<file path="src/rtl/lsu_pkg.sv">
// Shared definitions for the load/store unit: funct3 codes, FSM states and
// the timeout counter sizing helper.
package lsu_pkg;

  localparam logic [2:0] F3_B  = 3'd0;
  localparam logic [2:0] F3_H  = 3'd1;
  localparam logic [2:0] F3_W  = 3'd2;
  localparam logic [2:0] F3_BU = 3'd4;
  localparam logic [2:0] F3_HU = 3'd5;

  typedef enum logic [1:0] {
    IDLE   = 2'd0,
    ACCESS = 2'd1,
    DONE   = 2'd2
  } lsu_state_t;

  // $clog2(timeout+1) bits, never narrower than one bit so a disabled timeout still elaborates.
  function automatic int timeout_cnt_width(input int timeout_cycles);
    return (timeout_cycles > 0) ? $clog2(timeout_cycles + 1) : 1;
  endfunction

endpackage

</file>
<file path="src/rtl/lsu_align.sv">
// Combinational lane logic: byte enables, replicated store data, legality
// check and sign/zero extension of the load word.
module lsu_align
  import lsu_pkg::*;
(
  input  logic [2:0]  funct3,
  input  logic        is_store,
  input  logic [1:0]  lane,
  input  logic [31:0] rs2,
  input  logic [31:0] rdata,
  output logic [3:0]  be,
  output logic [31:0] wdata,
  output logic        bad,
  output logic [31:0] ext
);

  logic        illegal;
  logic        misaligned;
  logic [7:0]  byte_sel;
  logic [15:0] half_sel;

  always_comb begin
    illegal = is_store ? (funct3 > 3'd2)
                       : (funct3 == 3'd3 || funct3 == 3'd6 || funct3 == 3'd7);
    misaligned = 1'b0;
    case (funct3[1:0])
      2'd1:    misaligned = lane[0];
      2'd2:    misaligned = (lane != 2'd0);
      default: misaligned = 1'b0;
    endcase
    bad = illegal | misaligned;
  end

  always_comb begin
    be = 4'b0000;
    case (funct3[1:0])
      2'd0:    be = 4'b0001 << lane;
      2'd1:    be = 4'b0011 << lane;
      2'd2:    be = 4'b1111;
      default: be = 4'b0000;
    endcase
  end

  // Replicating the datum into every lane lets memory pick it up with be alone.
  always_comb begin
    wdata = 32'd0;
    if (is_store) begin
      case (funct3[1:0])
        2'd0:    wdata = {4{rs2[7:0]}};
        2'd1:    wdata = {2{rs2[15:0]}};
        2'd2:    wdata = rs2;
        default: wdata = 32'd0;
      endcase
    end
  end

  always_comb begin
    byte_sel = rdata[7:0];
    case (lane)
      2'd0: byte_sel = rdata[7:0];
      2'd1: byte_sel = rdata[15:8];
      2'd2: byte_sel = rdata[23:16];
      2'd3: byte_sel = rdata[31:24];
      default: byte_sel = rdata[7:0];
    endcase
    half_sel = lane[1] ? rdata[31:16] : rdata[15:0];
    ext = 32'd0;
    case (funct3)
      F3_B:    ext = {{24{byte_sel[7]}}, byte_sel};
      F3_H:    ext = {{16{half_sel[15]}}, half_sel};
      F3_W:    ext = rdata;
      F3_BU:   ext = {24'd0, byte_sel};
      F3_HU:   ext = {16'd0, half_sel};
      default: ext = 32'd0;
    endcase
  end

endmodule

</file>
<file path="src/rtl/load_store_unit.sv">
// Memory-access stage: one data-memory transaction per accepted start, with
// registered outputs, a fault path for bad requests and a ready timeout.
module load_store_unit
  import lsu_pkg::*;
#(
  parameter int TIMEOUT_CYCLES = 255
) (
  input  logic        clk,
  input  logic        rst,
  input  logic        start,
  input  logic        is_store,
  input  logic [2:0]  funct3,
  input  logic [31:0] addr,
  input  logic [31:0] store_data,
  output logic        busy,
  output logic        done,
  output logic        fault,
  output logic [31:0] load_data,
  output logic        mem_req,
  output logic        mem_we,
  output logic [31:0] mem_addr,
  output logic [3:0]  mem_be,
  output logic [31:0] mem_wdata,
  input  logic        mem_ready,
  input  logic [31:0] mem_rdata,
  output logic [1:0]  fsm_state
);

  localparam int CNT_W = timeout_cnt_width(TIMEOUT_CYCLES);

  // Handshake: mem_req rises the cycle after an accepted start and holds with
  // constant we/addr/be/wdata until a cycle where mem_ready=1; that cycle is
  // the transfer. mem_ready is ignored whenever mem_req is low.

  lsu_state_t       state, state_next;
  logic [2:0]       f3_q;
  logic             store_q;
  logic [1:0]       lane_q;
  logic [CNT_W-1:0] cnt, cnt_d;

  logic [2:0]  a_f3;
  logic        a_store;
  logic [1:0]  a_lane;
  logic [3:0]  be;
  logic [31:0] wdata;
  logic        bad;
  logic [31:0] ext;

  logic accept, timed_out, ld_cap;
  logic busy_d, done_d, req_d, we_d, fault_d;

  // Decode the live request while idle, the latched one while accessing.
  assign a_f3    = (state == IDLE) ? funct3     : f3_q;
  assign a_store = (state == IDLE) ? is_store   : store_q;
  assign a_lane  = (state == IDLE) ? addr[1:0]  : lane_q;

  lsu_align u_align (
    .funct3   (a_f3),
    .is_store (a_store),
    .lane     (a_lane),
    .rs2      (store_data),
    .rdata    (mem_rdata),
    .be       (be),
    .wdata    (wdata),
    .bad      (bad),
    .ext      (ext)
  );

  assign accept    = (state == IDLE) && start;
  assign timed_out = (TIMEOUT_CYCLES != 0) && (cnt == CNT_W'(TIMEOUT_CYCLES));
  assign fsm_state = state;

  always_ff @(posedge clk) begin
    if (rst) begin
      state     <= IDLE;
      busy      <= 1'b0;
      done      <= 1'b0;
      fault     <= 1'b0;
      mem_req   <= 1'b0;
      mem_we    <= 1'b0;
      mem_addr  <= 32'd0;
      mem_be    <= 4'd0;
      mem_wdata <= 32'd0;
      load_data <= 32'd0;
      cnt       <= '0;
      f3_q      <= 3'd0;
      store_q   <= 1'b0;
      lane_q    <= 2'd0;
    end else begin
      state   <= state_next;
      busy    <= busy_d;
      done    <= done_d;
      fault   <= fault_d;
      mem_req <= req_d;
      mem_we  <= we_d;
      cnt     <= cnt_d;
      if (accept) begin
        f3_q      <= funct3;
        store_q   <= is_store;
        lane_q    <= addr[1:0];
        mem_addr  <= {addr[31:2], 2'b00};
        mem_be    <= be;
        mem_wdata <= wdata;
      end
      if (ld_cap) load_data <= ext;
    end
  end

  always_comb begin
    state_next = state;
    case (state)
      IDLE:    if (start) state_next = bad ? DONE : ACCESS;
      ACCESS:  if (mem_ready || timed_out) state_next = DONE;
      DONE:    state_next = IDLE;
      default: state_next = IDLE;
    endcase
  end

  // Next values of the registered outputs; a completing ready beats a timeout.
  always_comb begin
    busy_d  = (state_next != IDLE);
    done_d  = (state_next == DONE);
    req_d   = (state_next == ACCESS);
    we_d    = req_d && a_store;
    fault_d = (accept && bad) || ((state == ACCESS) && !mem_ready && timed_out);
    ld_cap  = (state == ACCESS) && mem_ready && !store_q;
    cnt_d   = cnt;
    if (state == IDLE) cnt_d = '0;
    else if ((state == ACCESS) && !mem_ready && !timed_out) cnt_d = cnt + CNT_W'(1);
  end

endmodule
</file>
<file path="config.mk">
export PLATFORM = sky130hd
export DESIGN_NAME = load_store_unit
export DESIGN_NICKNAME = d
export VERILOG_FILES = /design/src/rtl/lsu_pkg.sv /design/src/rtl/lsu_align.sv /design/src/rtl/load_store_unit.sv
export SDC_FILE = /design/constraint.sdc
export NUM_CORES = 1
export LEC_CHECK = 0
export CAP_MARGIN = 20
export CORE_ASPECT_RATIO = 0.6
export CORE_MARGIN = 4
export CORE_UTILIZATION = 44
export DETAILED_ROUTE_END_ITERATION = 10
export HOLD_SLACK_MARGIN = 0.12
export PLACE_DENSITY = 0.81
export SLEW_MARGIN = 25
export SYNTH_ARGS = -nofsm -noshare
export SYNTH_HDL_FRONTEND = slang
export SYNTH_SLANG_ARGS = --single-unit
</file>
<file path="constraint.sdc">
create_clock -name clk -period 3.6 [get_ports clk]
set_input_delay 0.36 -clock clk [delete_from_list [all_inputs] [get_ports clk]]
set_output_delay 0.36 -clock clk [all_outputs]
set_load 0.01 [all_outputs]
</file>
; ---- Word level (Yosys, flattened, before mapping)
; Index checks and enable logic that the tools add are counted.
[word_totals]
reg_bits = 119
inputBits = 104
output_inout_bits = 107
elab_cells = 72
[op_classes]
n_reduce_logical = 22
n_eq_ne = 16
order_cmp = 1
n_addsub = 1
bitwise_logic = 1
muxes = 15
shift = 2
[op_table]
columns = cell, n
row1 = 32-bit case mux with 5 select lines, 1
row2 = 32-bit case mux with 3 select lines, 1
row3 = 32-bit 2-to-1 mux, 1
row4 = 8-bit case mux with 4 select lines, 1
row5 = 16-bit 2-to-1 mux, 1
row6 = "3-bit == test, second input constant", 4
row7 = 4-bit case mux with 3 select lines, 1
row8 = "8-bit by 1-bit adder with 8-bit output, second input constant", 1
row9 = "2-bit by 1-bit == test with 1-bit output, second input constant", 4
row10 = "2-bit == test, second input constant", 4
row11 = "8-bit == test, second input constant", 1
row12 = 1-bit logical AND, 8
row13 = 2-bit 2-to-1 mux, 4
row14 = "3-bit by 2-bit == test with 1-bit output, second input constant", 2
row15 = 2-bit zero test, 3
row16 = 1-bit logical OR, 4
row17 = 2-bit case mux with 2 select lines, 1
row18 = 2-bit nonzero test, 2
row19 = "1-bit by 2-bit << shifter with 4-bit output, first input constant", 1
row20 = "2-bit by 2-bit << shifter with 4-bit output, first input constant", 1
row21 = "3-bit by 1-bit == test with 1-bit output, second input constant", 1
row22 = "3-bit by 2-bit greater-than comparator with 1-bit output, second input constant", 1
row23 = 1-bit zero test, 3
row24 = 3-bit zero test, 1
row25 = 5 further kinds, 6

; ---- Longest topological paths before layout
[depth]
ltp_word = 12
ltp_mapped = 14
mapped_depth_nobuf = 9

; ---- By module
; From an unflattened synthesis, not the netlist that was laid out.
[hier_totals]
hier_cells = 767
area_unflattened_um2 = 5721.7
[by_module_without_submodules]
columns = mod, instances, seq_area_each_um2, area_each_um2, cells_per_inst
row1 = load_store_unit, 1, 2382.3, 4332.9, 533
row2 = lsu_align, 1, 0.0, 1388.8, 234

; ---- Worst setup path before layout
; No wires, ideal clock.
[synth_timing]
kind = reg2reg
start = register state[0] (netlist: fsm_state[0])
end = register fault
path_stages_with_launch = 13
required_time_ns = 3.485
setup_ns = 0.115
path_buffers = 5
slack_ns = 0.744
t_arrival_ns = 2.741
synth_period_minus_slack_ns = 2.856
cell_sequence = dfxtp_1 buf_6 buf_2 or3b_2 and2_1 buf_2 ha_1 clkbuf_1 or2_2 clkbuf_1 a32oi_1 a21oi_1 o21ba_2
[synth_via]
elab_chain_cells = 9
elab_cells_between_ends = 22
classes_between = 1 x order compare / 6 x eq/ne / 5 x mux / 1 x bitwise / 9 x reduce/logical
[synth_rtl]
columns = item, line
row1 = "start, declared", load_store_unit.sv:35  ; lsu_state_t state, state_next;
row2 = "start signal, assigned", load_store_unit.sv:90  ; state <= state_next;
row3 = "parallel branches: the longest is 8 deep, another holds 3-bit by 2-bit greater-than comparator with 1-bit output", n/a
row4 = 1-bit logical OR *, load_store_unit.sv:125  ; fault_d = (accept && bad) || ((state == ACCESS) && !mem_ready && timed_out);
row5 = "end signal, assigned", load_store_unit.sv:93  ; fault <= fault_d;
row6 = "end, declared", load_store_unit.sv:17  ; output logic fault,
; Every way passes the cells marked *.
; A chain may end at the register's enable or synchronous reset.

; ---- Final worst setup path
[layout_timing]
start = register state[1] (netlist: fsm_state[1])
end = register load_data[1]
[layout_via]
elab_chain_cells = 5
elab_cells_between_ends = 18
classes_between = 8 x eq/ne / 5 x mux / 5 x reduce/logical
[layout_rtl]
columns = item, line
row1 = 2-bit zero test, "load_store_unit.sv:53, load_store_unit.sv:55"
row2 = 2-bit 2-to-1 mux, load_store_unit.sv:55  ; assign a_lane = (state == IDLE) ? addr[1:0] : lane_q;
row3 = 2-bit == test (tied with other cells), lsu_align.sv:59  ; case (lane)
row4 = 8-bit case mux with 4 select lines, lsu_align.sv:59
row5 = 32-bit case mux with 5 select lines, lsu_align.sv:68  ; case (funct3)
row6 = "end signal, assigned", load_store_unit.sv:105  ; if (ld_cap) load_data <= ext;
row7 = "end, declared", load_store_unit.sv:18  ; output logic [31:0] load_data,
; Parallel ways exist; a longest one is shown, timed or not.

==> flow_summary.yaml <==
flow_run:
  maxCapViolCount: 0
final_layout:
  num-fill-cells: 964
  final_cells: 1016
  layout-drive-gt1-share: 0.0881
  nets: 948
  postLayoutCellArea_um2: 8220
  seqCellArea_um2: 2380
  syn_to_final_growth_pct: 51.5
  diodes: 0
  multi_input_area_um2: 2790
place:
  placed_cells: 984
  placed_cell_area_um2: 7580
  gp_congestion: 0.897
  place_ws_ps: 393
  io_buffers: 208
  dp_hpwl_um: 13700
sta:
  period_share: 0.862
  fin_crit_ps: 3100
  slew_violations: 0
  timing.fmax_ghz: 0.322
  rsz0062_at_grt: "false"
  worst_pin_slew_ps: 937
  fin_tns_setup_ps: 0
  slew_headroom: 0.373
  setup_viol: 0
  final_hold_viol_count: 0
  layout_setup_ws_ps: 496
  fin_skew_ps: 12.9
worst_hold_path:
  hold_class: "in -> reg"
  whs_path_depth: 2
  hold_start: "rst"
  min_to: "load_data[21]"
synthesis:
  synth-edff-count: 0
  async_reset_ff_frac: 0
  synth.cell_area_um2: 5420
  syn_avg_cell_area_um2: 8.31
  synth_cells: 653
  synth-main-ff-cell: "dfxtp_1"
  yosysWarnings: 0
  yosysSeqAreaShare: 0.439
  ys_ff_latch: 119
  synth_cell_types: 58
floorplan:
  ios: 211
  core_area_um2: 12100
  start_util: 0.450
  die_y_um: 94
  die_w_um: 151
  rows: 31
  dieArea_um2: 14200
route:
  drt_first_iter_violations: 516
  drtAntennaViolNets: 0
  dr.pass1.iters: 7
  drt-total-wl_um: 19000
  wl_per_cell_um: 18.7
  vias: 5868
  vias_per_cell: 5.78
  route.detailed.drc: 0
clock_tree:
  numCtsBuffers: 17
  post_cts_buffers: 0
  cts.sinks: 119
  cts_tree: "done"
  clock_path_buffers: 2
  ctsRootBufferMaster: "clkbuf_16"
  clk_pin_slew_ps: 60
  worstSkewPairLatency_ps: 410
  cts.repair.resized: 0
  postCtsHoldBufs: 0
  htree_levels: 4
worst_setup_path:
  path_cells: "nor2_1, mux2i_1, ha_1, buf_4, a31oi_1, o21bai_1, nand2_1, a211oi_1"
  worst_setup_path_end_kind: "flop"
  crit_required_ps: 3920
  timing.rr.end: "load_data[1]"
  crit_slowest_cell: "o21bai_1"
  max_stage_delay_ps: 710
  path_class: "reg -> reg"
  regToRegStartpoint: "fsm_state[1]"
  crit_path_max_fanout: 21
  crit_path_start_kind: "flop"
  reg2regPathDepth: 8
  ff2ff_setup_slack_ps: 500
  arrival_ps: 3420
grt:
  grt_overflow: 0
  grt_max_degree: 85
  antenna_found_initial: 0
  first_global_vias: 5591
  grt_pass1_wl_um: 29000
  track_usage: 0.259
power_and_ir_drop:
  power.leakage_uw: 0.00294
  p_per_area_nw_per_um2: 580
  peakVddDrop_v: 0.000351
status:
  status: "finished, final reports clean"
## metal layers
metal | up-vias | GRT usage | wire [um]
met4 | 0 | 0.0626 | 257
met3 | 29 | 0.0959 | 2400
met2 | 357 | 0.407 | 8610
met5 | - | 0 | 0
li1 | 2722 | - | -
met1 | 2760 | 0.338 | 7730
## per-stage QoR
step / hold WS (ps) / util / total power, uW
after floorplan: 433 / - / 2380
after global placement: 442 / 0.628 / 2900
after detailed placement: 445 / 0.629 / 2950
after CTS: 306 / 0.681 / 4770
after global routing: 316 / 0.681 / 4980
final: 325 / 0.681 / 4770
## final cells by class
type                            instances  area share
Clock inverter                         12      0.0213
Multi-Input combinational cell        471       0.339
Clock buffer                           20      0.0556
Inverter                                7     0.00320
Timing Repair Buffer                  222       0.266
Sequential cell                       119       0.290
Tap cell                              165      0.0251
## sequential cells by signal, indices dropped and copies added, names as in the netlist
signal / cells
mem_addr: 30
lane_q: 2
busy: 1
fsm_state: 2
mem_we: 1
load_data: 32
store_q: 1
cnt: 8
done: 1
mem_wdata: 32
f3_q: 3
mem_req: 1
fault: 1
mem_be: 4
## cell usage after synthesis, drive strengths merged, types with 2 or more instances
master | n | area share
dfxtp | 119 | 0.44
nand2 | 107 | 0.074
a21oi | 84 | 0.080
nor2 | 80 | 0.055
clkbuf | 44 | 0.031
a22oi | 40 | 0.055
a221oi | 20 | 0.044
buf | 13 | 0.015
a222oi | 11 | 0.020
o21ai | 11 | 0.010
and3 | 9 | 0.010
inv | 7 | 0.0048
o211ai | 7 | 0.0097
o21a | 7 | 0.0097
a211o | 6 | 0.0097
ha | 6 | 0.014
a31oi | 5 | 0.0058
a32o | 5 | 0.0092
a32oi | 5 | 0.0081
nand3 | 5 | 0.0046
nor3 | 5 | 0.0046
and2 | 4 | 0.0046
mux2 | 4 | 0.0083
nand2b | 4 | 0.0046
or2 | 4 | 0.0046
or3b | 4 | 0.0069
xor2 | 4 | 0.0065
a211oi | 3 | 0.0042
a21boi | 3 | 0.0048
nand3b | 3 | 0.0042
nand4 | 3 | 0.0035
mux2i | 2 | 0.0037
nor2b | 2 | 0.0023
nor3b | 2 | 0.0037
nor4b | 2 | 0.0032
or3 | 2 | 0.0023
xnor2 | 2 | 0.0032
## power breakdown
group          total, uW  internal [uW]  switching (uW)
clock network       1810           1190             617
logic               1450            617             832
registers           1510           1440            69.7
## worst max-delay path: cells and delay by family, from the launching register on
family	cells	cell delay (ps)
DFF	1	360
buffers and inverters	1	260
muxes	1	480
AOI/OAI and AO/OA	3	1200
and+or+nand+nor	2	480
adders and majority gates	1	240
## layout by cell type (no fill, tap or decap), types with 6 or more instances in the layout
cell	count
clkdlybuf4s50_1	207
nor2_1	79
o21ai_0	9
ha_1	6
buf_4	15
inv_1	7
a22oi_1	40
a221oi_1	10
o21a_1	7
clkbuf_16	17
a221oi_2	10
o211ai_1	7
nand2_1	106
and3_1	9
dfxtp_1	119
a211o_1	6
a222oi_1	11
a21oi_1	83
## how the worst max path moves through the flow
stage / from / endpoint / slack, ps / cells past startpoint
2_1_floorplan: fsm_state[0] / fault / 740 / 12
3_3_place_gp: funct3[1] / load_data[3] / 460 / 9
3_5_place_dp: funct3[1] / fault / 390 / 8
4_1_cts: fsm_state[1] / load_data[1] / 540 / 8
5_1_grt: fsm_state[1] / load_data[1] / 170 / 8
6_report: fsm_state[1] / load_data[1] / 500 / 8
## cells by family (layout without fill, tap and decap cells)
kind of cell | after synthesis | after routing | synth area share
DFF | 119 | 119 | 0.439
and+or+nand+nor | 237 | 237 | 0.190
other | 1 | 2 | 0.000691
AOI/OAI and AO/OA | 214 | 214 | 0.284
xor gates and xnor gates | 6 | 6 | 0.00969
muxes | 6 | 6 | 0.0120
adders and majority gates | 6 | 6 | 0.0138
buffers and inverters | 64 | 261 | 0.0510
(Power assumes the default switching activity.)
